--- src/rtl/alsu_gen.sv ---
// Two-stage arithmetic/logic/shift unit. Stage 1 registers the operation;
// stage 2 produces out/out_valid, toggles leds on illegal ops, and counts errors.
module alsu_gen #(
  parameter int    WIDTH          = 8,
  parameter string INPUT_PRIORITY = "A",
  parameter string FULL_ADDER     = "ON",
  parameter int    LED_WIDTH      = 16
) (
  input  logic                   clk,
  input  logic                   rst,
  input  logic                   in_valid,
  input  logic [WIDTH-1:0]       A,
  input  logic [WIDTH-1:0]       B,
  input  logic [2:0]             opcode,
  input  logic                   cin,
  input  logic                   serial_in,
  input  logic                   direction,
  input  logic                   red_op_A,
  input  logic                   red_op_B,
  input  logic                   bypass_A,
  input  logic                   bypass_B,
  output logic [2*WIDTH-1:0]     out,
  output logic                   out_valid,
  output logic [LED_WIDTH-1:0]   leds,
  output logic [7:0]             err_cnt
);
  localparam int   OW      = 2 * WIDTH;
  localparam logic PRIO_A  = (INPUT_PRIORITY == "A");
  localparam logic USE_CIN = (FULL_ADDER == "ON");

  // Valid semantics: in_valid marks a one-cycle operation with no backpressure;
  // out_valid pulses for exactly one cycle per accepted, non-flushed operation.
  logic             r_s1_vld;
  logic [WIDTH-1:0] r_s1_a, r_s1_b;
  logic [2:0]       r_s1_op;
  logic             r_s1_cin, r_s1_si, r_s1_dir;
  logic             r_s1_ra, r_s1_rb, r_s1_ba, r_s1_bb;

  always_ff @(posedge clk) begin
    if (rst) begin
      r_s1_vld <= 1'b0;
      r_s1_a   <= '0;
      r_s1_b   <= '0;
      r_s1_op  <= '0;
      r_s1_cin <= 1'b0;
      r_s1_si  <= 1'b0;
      r_s1_dir <= 1'b0;
      r_s1_ra  <= 1'b0;
      r_s1_rb  <= 1'b0;
      r_s1_ba  <= 1'b0;
      r_s1_bb  <= 1'b0;
    end else begin
      r_s1_vld <= in_valid;
      if (in_valid) begin
        r_s1_a   <= A;
        r_s1_b   <= B;
        r_s1_op  <= opcode;
        r_s1_cin <= cin;
        r_s1_si  <= serial_in;
        r_s1_dir <= direction;
        r_s1_ra  <= red_op_A;
        r_s1_rb  <= red_op_B;
        r_s1_ba  <= bypass_A;
        r_s1_bb  <= bypass_B;
      end
    end
  end

  logic             w_invalid;
  logic             w_bypass;
  logic [WIDTH-1:0] w_byp_sel;
  logic [WIDTH-1:0] w_red_sel;
  logic [WIDTH:0]   w_sum;
  logic [OW-1:0]    w_prod;
  logic [OW-1:0]    w_result;

  // Reduction selects are only meaningful for the AND/XOR opcodes.
  assign w_invalid = (r_s1_op[2:1] == 2'b11) ||
                     ((r_s1_ra || r_s1_rb) && (r_s1_op[2:1] != 2'b00));
  assign w_bypass  = r_s1_ba || r_s1_bb;
  assign w_byp_sel = (r_s1_ba && r_s1_bb) ? (PRIO_A ? r_s1_a : r_s1_b)
                                          : (r_s1_ba ? r_s1_a : r_s1_b);
  assign w_red_sel = (r_s1_ra && r_s1_rb) ? (PRIO_A ? r_s1_a : r_s1_b)
                                          : (r_s1_ra ? r_s1_a : r_s1_b);
  assign w_sum  = {1'b0, r_s1_a} + {1'b0, r_s1_b} + {{WIDTH{1'b0}}, (USE_CIN & r_s1_cin)};
  assign w_prod = {{WIDTH{1'b0}}, r_s1_a} * {{WIDTH{1'b0}}, r_s1_b};

  always_comb begin
    w_result = '0;
    if (w_bypass) begin
      w_result = {{WIDTH{1'b0}}, w_byp_sel};
    end else begin
      case (r_s1_op)
        3'b000: w_result = (r_s1_ra || r_s1_rb) ? {{(OW-1){1'b0}}, &w_red_sel}
                                                : {{WIDTH{1'b0}}, r_s1_a & r_s1_b};
        3'b001: w_result = (r_s1_ra || r_s1_rb) ? {{(OW-1){1'b0}}, ^w_red_sel}
                                                : {{WIDTH{1'b0}}, r_s1_a ^ r_s1_b};
        3'b010: w_result = {{(WIDTH-1){1'b0}}, w_sum};
        3'b011: w_result = w_prod;
        3'b100: w_result = r_s1_dir ? {out[OW-2:0], r_s1_si} : {r_s1_si, out[OW-1:1]};
        3'b101: w_result = r_s1_dir ? {out[OW-2:0], out[OW-1]} : {out[0], out[OW-1:1]};
        default: w_result = '0;
      endcase
    end
  end

  always_ff @(posedge clk) begin
    if (rst) begin
      out       <= '0;
      out_valid <= 1'b0;
      leds      <= '0;
      err_cnt   <= '0;
    end else if (r_s1_vld) begin
      out_valid <= 1'b1;
      if (w_invalid) begin
        out  <= '0;
        leds <= ~leds;
        if (err_cnt != 8'hFF) err_cnt <= err_cnt + 8'd1;
      end else begin
        out  <= w_result;
        leds <= '0;
      end
    end else begin
      out_valid <= 1'b0;
    end
  end
endmodule

--- config.mk ---
export PLATFORM = sky130hd
export DESIGN_NAME = alsu_gen
export DESIGN_NICKNAME = d
export VERILOG_FILES = /design/src/rtl/alsu_gen.sv
export SDC_FILE = /design/constraint.sdc
export NUM_CORES = 1
export LEC_CHECK = 0
export BUFFER_PORTS_ARGS = -buffer_cell sky130_fd_sc_hd__buf_2
export CAP_MARGIN = 20
export CORE_MARGIN = 5
export CORE_UTILIZATION = 45
export DETAILED_ROUTE_END_ITERATION = 10
export MAX_ROUTING_LAYER = met4
export PLACE_DENSITY = 0.7
export SYNTH_ARGS = -nofsm -noshare
export SYNTH_HDL_FRONTEND = slang
export SYNTH_SLANG_ARGS = --single-unit
export TNS_END_PERCENT = 20
--- constraint.sdc ---
create_clock -name clk -period 5.99 [get_ports clk]
set_clock_uncertainty 0.15 [all_clocks]
set_input_delay 0.8985 -clock clk [delete_from_list [all_inputs] [get_ports clk]]
set_output_delay 0.8985 -clock clk [all_outputs]
set_load 0.01 [all_outputs]
## Yosys cells after proc, flatten, opt, wreduce, memory -nomap -nowiden

Cells that the tools add are included.
Widths: inputs -> output; s select.

| operators by class | value |
|---|---|
| add/sub/neg operators | 3 |
| multipliers | 1 |
| equality and inequality tests | 7 |
| multiplexer cells | 13 |
| bitwise gates (word level) | 3 |
| reduce and logical (&&, ||, !) cells | 11 |

Operator list:

| operator | number |
|---|---|
| $pmux 16 s6 | 1 |
| $mux 16 | 5 |
| $mux 8 | 6 |
| $mul 8x8->16 | 1 |
| $not 16->16 | 1 |
| $add 8x8->9 | 1 |
| $add 9x1->9 | 1 |
| $add 8x1->8 const B | 1 |
| $and 8x8->8 | 1 |
| $ne 8x8->1 const B | 1 |
| $reduce_and 8->1 | 1 |
| $reduce_xor 8->1 | 1 |
| $xor 8x8->8 | 1 |
| $eq 3x2->1 const B | 2 |
| $eq 3x3->1 const B | 2 |
| $eq 3x1->1 const B | 1 |
| $logic_and 1x1->1 | 3 |
| $logic_not 3->1 | 1 |
| $logic_or 1x1->1 | 3 |
| $reduce_and 3->1 | 1 |
| $eq 2x2->1 const B | 1 |
| $reduce_bool 2->1 | 1 |
| $mux 1 | 1 |

| storage, ports and cells | value |
|---|---|
| flip-flop bits (word level) | 68 |
| input port bits | 29 |
| output and inout port bits | 41 |

## Depth between registers and ports, before layout

| logic depth | value |
|---|---|
| word-level depth | 7 |
| mapped depth | 17 |

## Worst setup path after synthesis

Ideal clock, no wire load.

| timing path | value |
|---|---|
| path type | register to register |
| start | register r_s1_b[7] |
| end | register out[13] |
| setup time | 0.117 ns |
| data arrival time | 4.424 ns |
| data required time | 5.723 ns |
| setup slack | 1.299 ns |
| stages on the path, launching flop included | 17 |
| buffers on the path | 1 |
| clock period less this slack | 4.691 ns |
| path through | dfxtp_1 clkbuf_1 nand2_1 fa_1 fa_1 inv_1 fa_1 inv_1 fa_1 inv_1 ha_1 o21ai_0 o21bai_1 o311a_1 o21a_1 or3_1 a32o_1 |

| on the way | value |
|---|---|
| longest elaborated chain between the ends | 4 |

RTL lines:

| what | RTL line | source |
|---|---|---|
| start: declaration | 34 | `logic [WIDTH-1:0] r_s1_a, r_s1_b;` |
| start signal: assignment | 43 | `r_s1_b <= '0;` |
| start signal: assignment | 56 | `r_s1_b <= B;` |
| $mul 8x8->16 | 86 | `assign w_prod = {{WIDTH{1'b0}}, r_s1_a} * {{WIDTH{1'b0}}, r_s1_b};` |
| $pmux 16 s6 | 93 | `case (r_s1_op)` |
| $mux 16 | 90 | `if (w_bypass) begin` |
| $mux 16 | 115 | `if (w_invalid) begin` |
| end signal: assignment | 120 | `out <= w_result;` |
| end: declaration | 22 | `output logic [2*WIDTH-1:0] out,` |

No other way between the ends.
A chain may end at the register's enable or synchronous reset.

## Final worst setup path

| timing path | value |
|---|---|
| start | register r_s1_a[0] |
| end | register out[13] |

| on the way | value |
|---|---|
| longest elaborated chain between the ends | 4 |

RTL lines:

| what | RTL line | source |
|---|---|---|
| start: declaration | 34 |  |
| start signal: assignment | 42 | `r_s1_a <= '0;` |
| start signal: assignment | 55 | `r_s1_a <= A;` |
| $mul 8x8->16 | 86 |  |
| $pmux 16 s6 | 93 |  |
| $mux 16 | 90 |  |
| $mux 16 | 115 |  |

No other way between the ends.

==> metrics <==
transition time at the pin with the least slew margin=1.10 ns; Synth area leader=sky130_fd_sc_hd__dfxtp_1; Period minus WS final=between 4 and 5 ns; result of the run=completed; DRT Pass-1 Iters=5; I/O pins=70; biggest fanout along the worst timing path=12; master cell of the clock root buffer=sky130_fd_sc_hd__clkbuf_16; full die area=approximately 0.015 mm²; flip-flop cell with the highest count after synthesis=sky130_fd_sc_hd__dfxtp_1; core occupancy in the finished layout=51.9%; most frequent cells in the layout=sky130_fd_sc_hd__nor2_1, sky130_fd_sc_hd__buf_2, sky130_fd_sc_hd__dfxtp_1; internal power=between 0.0009 and 0.001 W; Combinational Power Share=between 10% and 20%; height of the chip=123 µm; unrepaired setup endpoints after global routing=no; Reg area=between 0.001 and 0.0015 mm²; final net count=between 800 and 900; number of antenna violations at the first check in global routing=0; total number of H-tree levels=3; power share of the sequential group=a little under two fifths; ranking of synthesized cells by area=sky130_fd_sc_hd__dfxtp_1, sky130_fd_sc_hd__fa_1, sky130_fd_sc_hd__ha_1, sky130_fd_sc_hd__mux2i_1, sky130_fd_sc_hd__nor2_1; via count of the first global-routing pass=roughly 5k; synthesis-to-layout area growth=13.5%; detailed-route via count=between 4k and 5k; top cell type's share of synthesized area=between 20% and 30%; Post-synth ARST share=0%; clock latency on the worst-skew pair=~0.33 ns; library cells used by synthesis=57; final number of hold-violating endpoints=0; final worst-path cycle share=around 83%; net count after synthesis=779; total number of placement rows=about 40; total number of yosys warnings=0; Gates resized, CTS repair=0; WP data arrival=between 5 and 6 ns; clock network power share=a little under half; global-route usage over all layers=21.3%; NetSw=~0.00037 W; clk sink count=68; critical path capture point type=register; count of inserted antenna diode cells=0; vias per inst=~5.6; max-slew violation count=0; CP required=~6 ns; area of combinational cells with multiple inputs=~0.004 mm²; Post-CTS Setup Bufs=0; number of buffers added on ports=approximately 70; flops & latches, synth=68; clock tree from TritonCTS=yes; worst vdd rail ir drop=0.000224 V; upper clock frequency limit=between 200 and 250 MHz; final routed wire length divided by cell count=roughly 17 µm; cell area after technology mapping=0.00572 mm²; initial drt markers=308; Setup violations, final=0; Die Wd=123 µm; largest net degree at the start of global routing=70; total of hold buffers inserted after clock tree synthesis=0; power density of the placed cells=approximately 200 mW/mm²; path category of the worst min-delay check=reg2reg; most common cell after layout, fill and taps aside=sky130_fd_sc_hd__nor2_1; number of maximum-capacitance violations=0; residual antenna-violating net count after detailed routing=0; first-pass GRT wire length=between 20,000 and 25,000 µm; DRC Markers=0; average footprint of a synthesized cell=around 8.6 µm²; Post-synth EDFFs=0; sequential-to-total area share from yosys stat=a little under a quarter; Bufs on Longest Clock Path=2; switching share of total power=between 20% and 30%; number of cells produced by synthesis=663; Worst Setup Start Kind=register; WL final=about 15,000 µm; Clock transition at path regs=about 0.060 ns; overflow left after global routing=0; share of final-layout standard cells stronger than drive strength 1=14.1%; worst slew slack as a fraction of its limit=26.7%; setup tns final=0 ns; last weighted congestion value of the routability-driven placer=slightly below 0.9; Core Area=0.0125 mm²; number of buffers added by the clock tree synthesis step=9; Lkg Pwr=between 3 and 4 nW; number of filler instances in the final layout=between 1k and 1.5k; initial cell density of the core=between 40% and 50%; Crit Path Category=reg2reg; placed wire-length estimate after detailed placement=11,300 µm
[kinds of logic (layout without fill, tap and decap cells)]
logic type               count (synthesis)  after routing  share of synthesized area [%]
AO/OA/AOI/OAI                          116            116                           13.4
AND/OR/NAND/NOR                        214            214                           18.1
XOR/XNOR                                20             20                           3.06
flip-flops                              68             68                           23.8
multiplexers                            63             63                           11.2
adder cells (fa/ha/maj)                 87             87                           24.0
buffers and inverters                   95            146                           6.37
[metrics by stage]
step                      area (µm²)  hold slack, ns  total power (W)  instances  setup slack, ns
final                           6490           0.366          0.00133        886             1.03
after floorplan                 5720           0.317         0.000651        663             1.30
after global placement          6150           0.337         0.000707        870             1.15
after CTS                       6490           0.370          0.00133        886             1.02
after global routing            6490           0.399          0.00138        886            0.787
after detailed placement        6150           0.351         0.000712        870             1.03
[power groups by stage]
stage | combinational [W] | sequential (W) | clock, W
global placement | 0.000195 | 0.000512 | 0
CTS | 0.000201 | 0.000504 | 0.000628
finish | 0.000202 | 0.000505 | 0.000622
detailed placement | 0.000198 | 0.000514 | 0
floorplan | 0.000159 | 0.000492 | 0
global route | 0.000224 | 0.000509 | 0.000648
[cell type report]
cell class,instances,share of cell area [%]
timing repair buffer,71,5.55
multi-input combinational,500,61.5
tap,172,3.32
clock buffer,10,3.53
clock inverter,6,1.73
inverter,59,3.41
sequential,68,21.0
[worst paths after layout]
kind | cells after the start | end | slack, ns | from
hold reg to reg | 2 | leds[12] | 0.37 | leds[12]
setup / recovery | 15 | out[13] | 1.03 | r_s1_a[0]
setup reg to reg | 15 | out[13] | 1.03 | r_s1_a[0]
hold / removal | 2 | leds[12] | 0.37 | leds[12]
[flip-flops by register name, summed over array words and instances, names as in the netlist]
name	flops
err_cnt	8
leds	16
out	16
out_valid	1
r_s1_a	8
r_s1_b	8
r_s1_ba	1
r_s1_bb	1
r_s1_cin	1
r_s1_dir	1
r_s1_op	3
r_s1_ra	1
r_s1_rb	1
r_s1_si	1
r_s1_vld	1
[critical path, cell delays in order (launching register included)]
cell and delay (ns):
sky130_fd_sc_hd__dfxtp_1 0.56, sky130_fd_sc_hd__nand2_1 0.15, sky130_fd_sc_hd__fa_1 0.52, sky130_fd_sc_hd__fa_1 0.55
sky130_fd_sc_hd__inv_1 0.06, sky130_fd_sc_hd__fa_1 0.52, sky130_fd_sc_hd__inv_1 0.05, sky130_fd_sc_hd__fa_1 0.52
sky130_fd_sc_hd__inv_1 0.04, sky130_fd_sc_hd__ha_1 0.33, sky130_fd_sc_hd__o21ai_0 0.12, sky130_fd_sc_hd__o21bai_1 0.15
sky130_fd_sc_hd__o311a_1 0.38, sky130_fd_sc_hd__o21a_1 0.18, sky130_fd_sc_hd__or3_1 0.31, sky130_fd_sc_hd__a32o_1 0.25
[per-layer routing]
metal  vias up  part of all wire (%)  track usage [%]  wire length, µm
li1       2343                     -                -                -
met1      2416                    46             28.2             6840
met2       171                    46             32.8             6950
met3        37                   5.8             4.52              873
met4         0                   2.2             6.44              329
met5         -                     0                -                0
[cell usage after synthesis, types with 10 or more instances]
master and number:
sky130_fd_sc_hd__a21oi_1 39, sky130_fd_sc_hd__and2_1 47, sky130_fd_sc_hd__clkbuf_1 27, sky130_fd_sc_hd__dfxtp_1 68, sky130_fd_sc_hd__fa_1 38, sky130_fd_sc_hd__ha_1 49
sky130_fd_sc_hd__inv_1 58, sky130_fd_sc_hd__mux2_2 10, sky130_fd_sc_hd__mux2i_1 53, sky130_fd_sc_hd__nand2_1 32, sky130_fd_sc_hd__nand3_1 10, sky130_fd_sc_hd__nor2_1 89
sky130_fd_sc_hd__o21ai_0 18, sky130_fd_sc_hd__xor2_1 13
No activity file was read; power rests on OpenSTA's default activity.
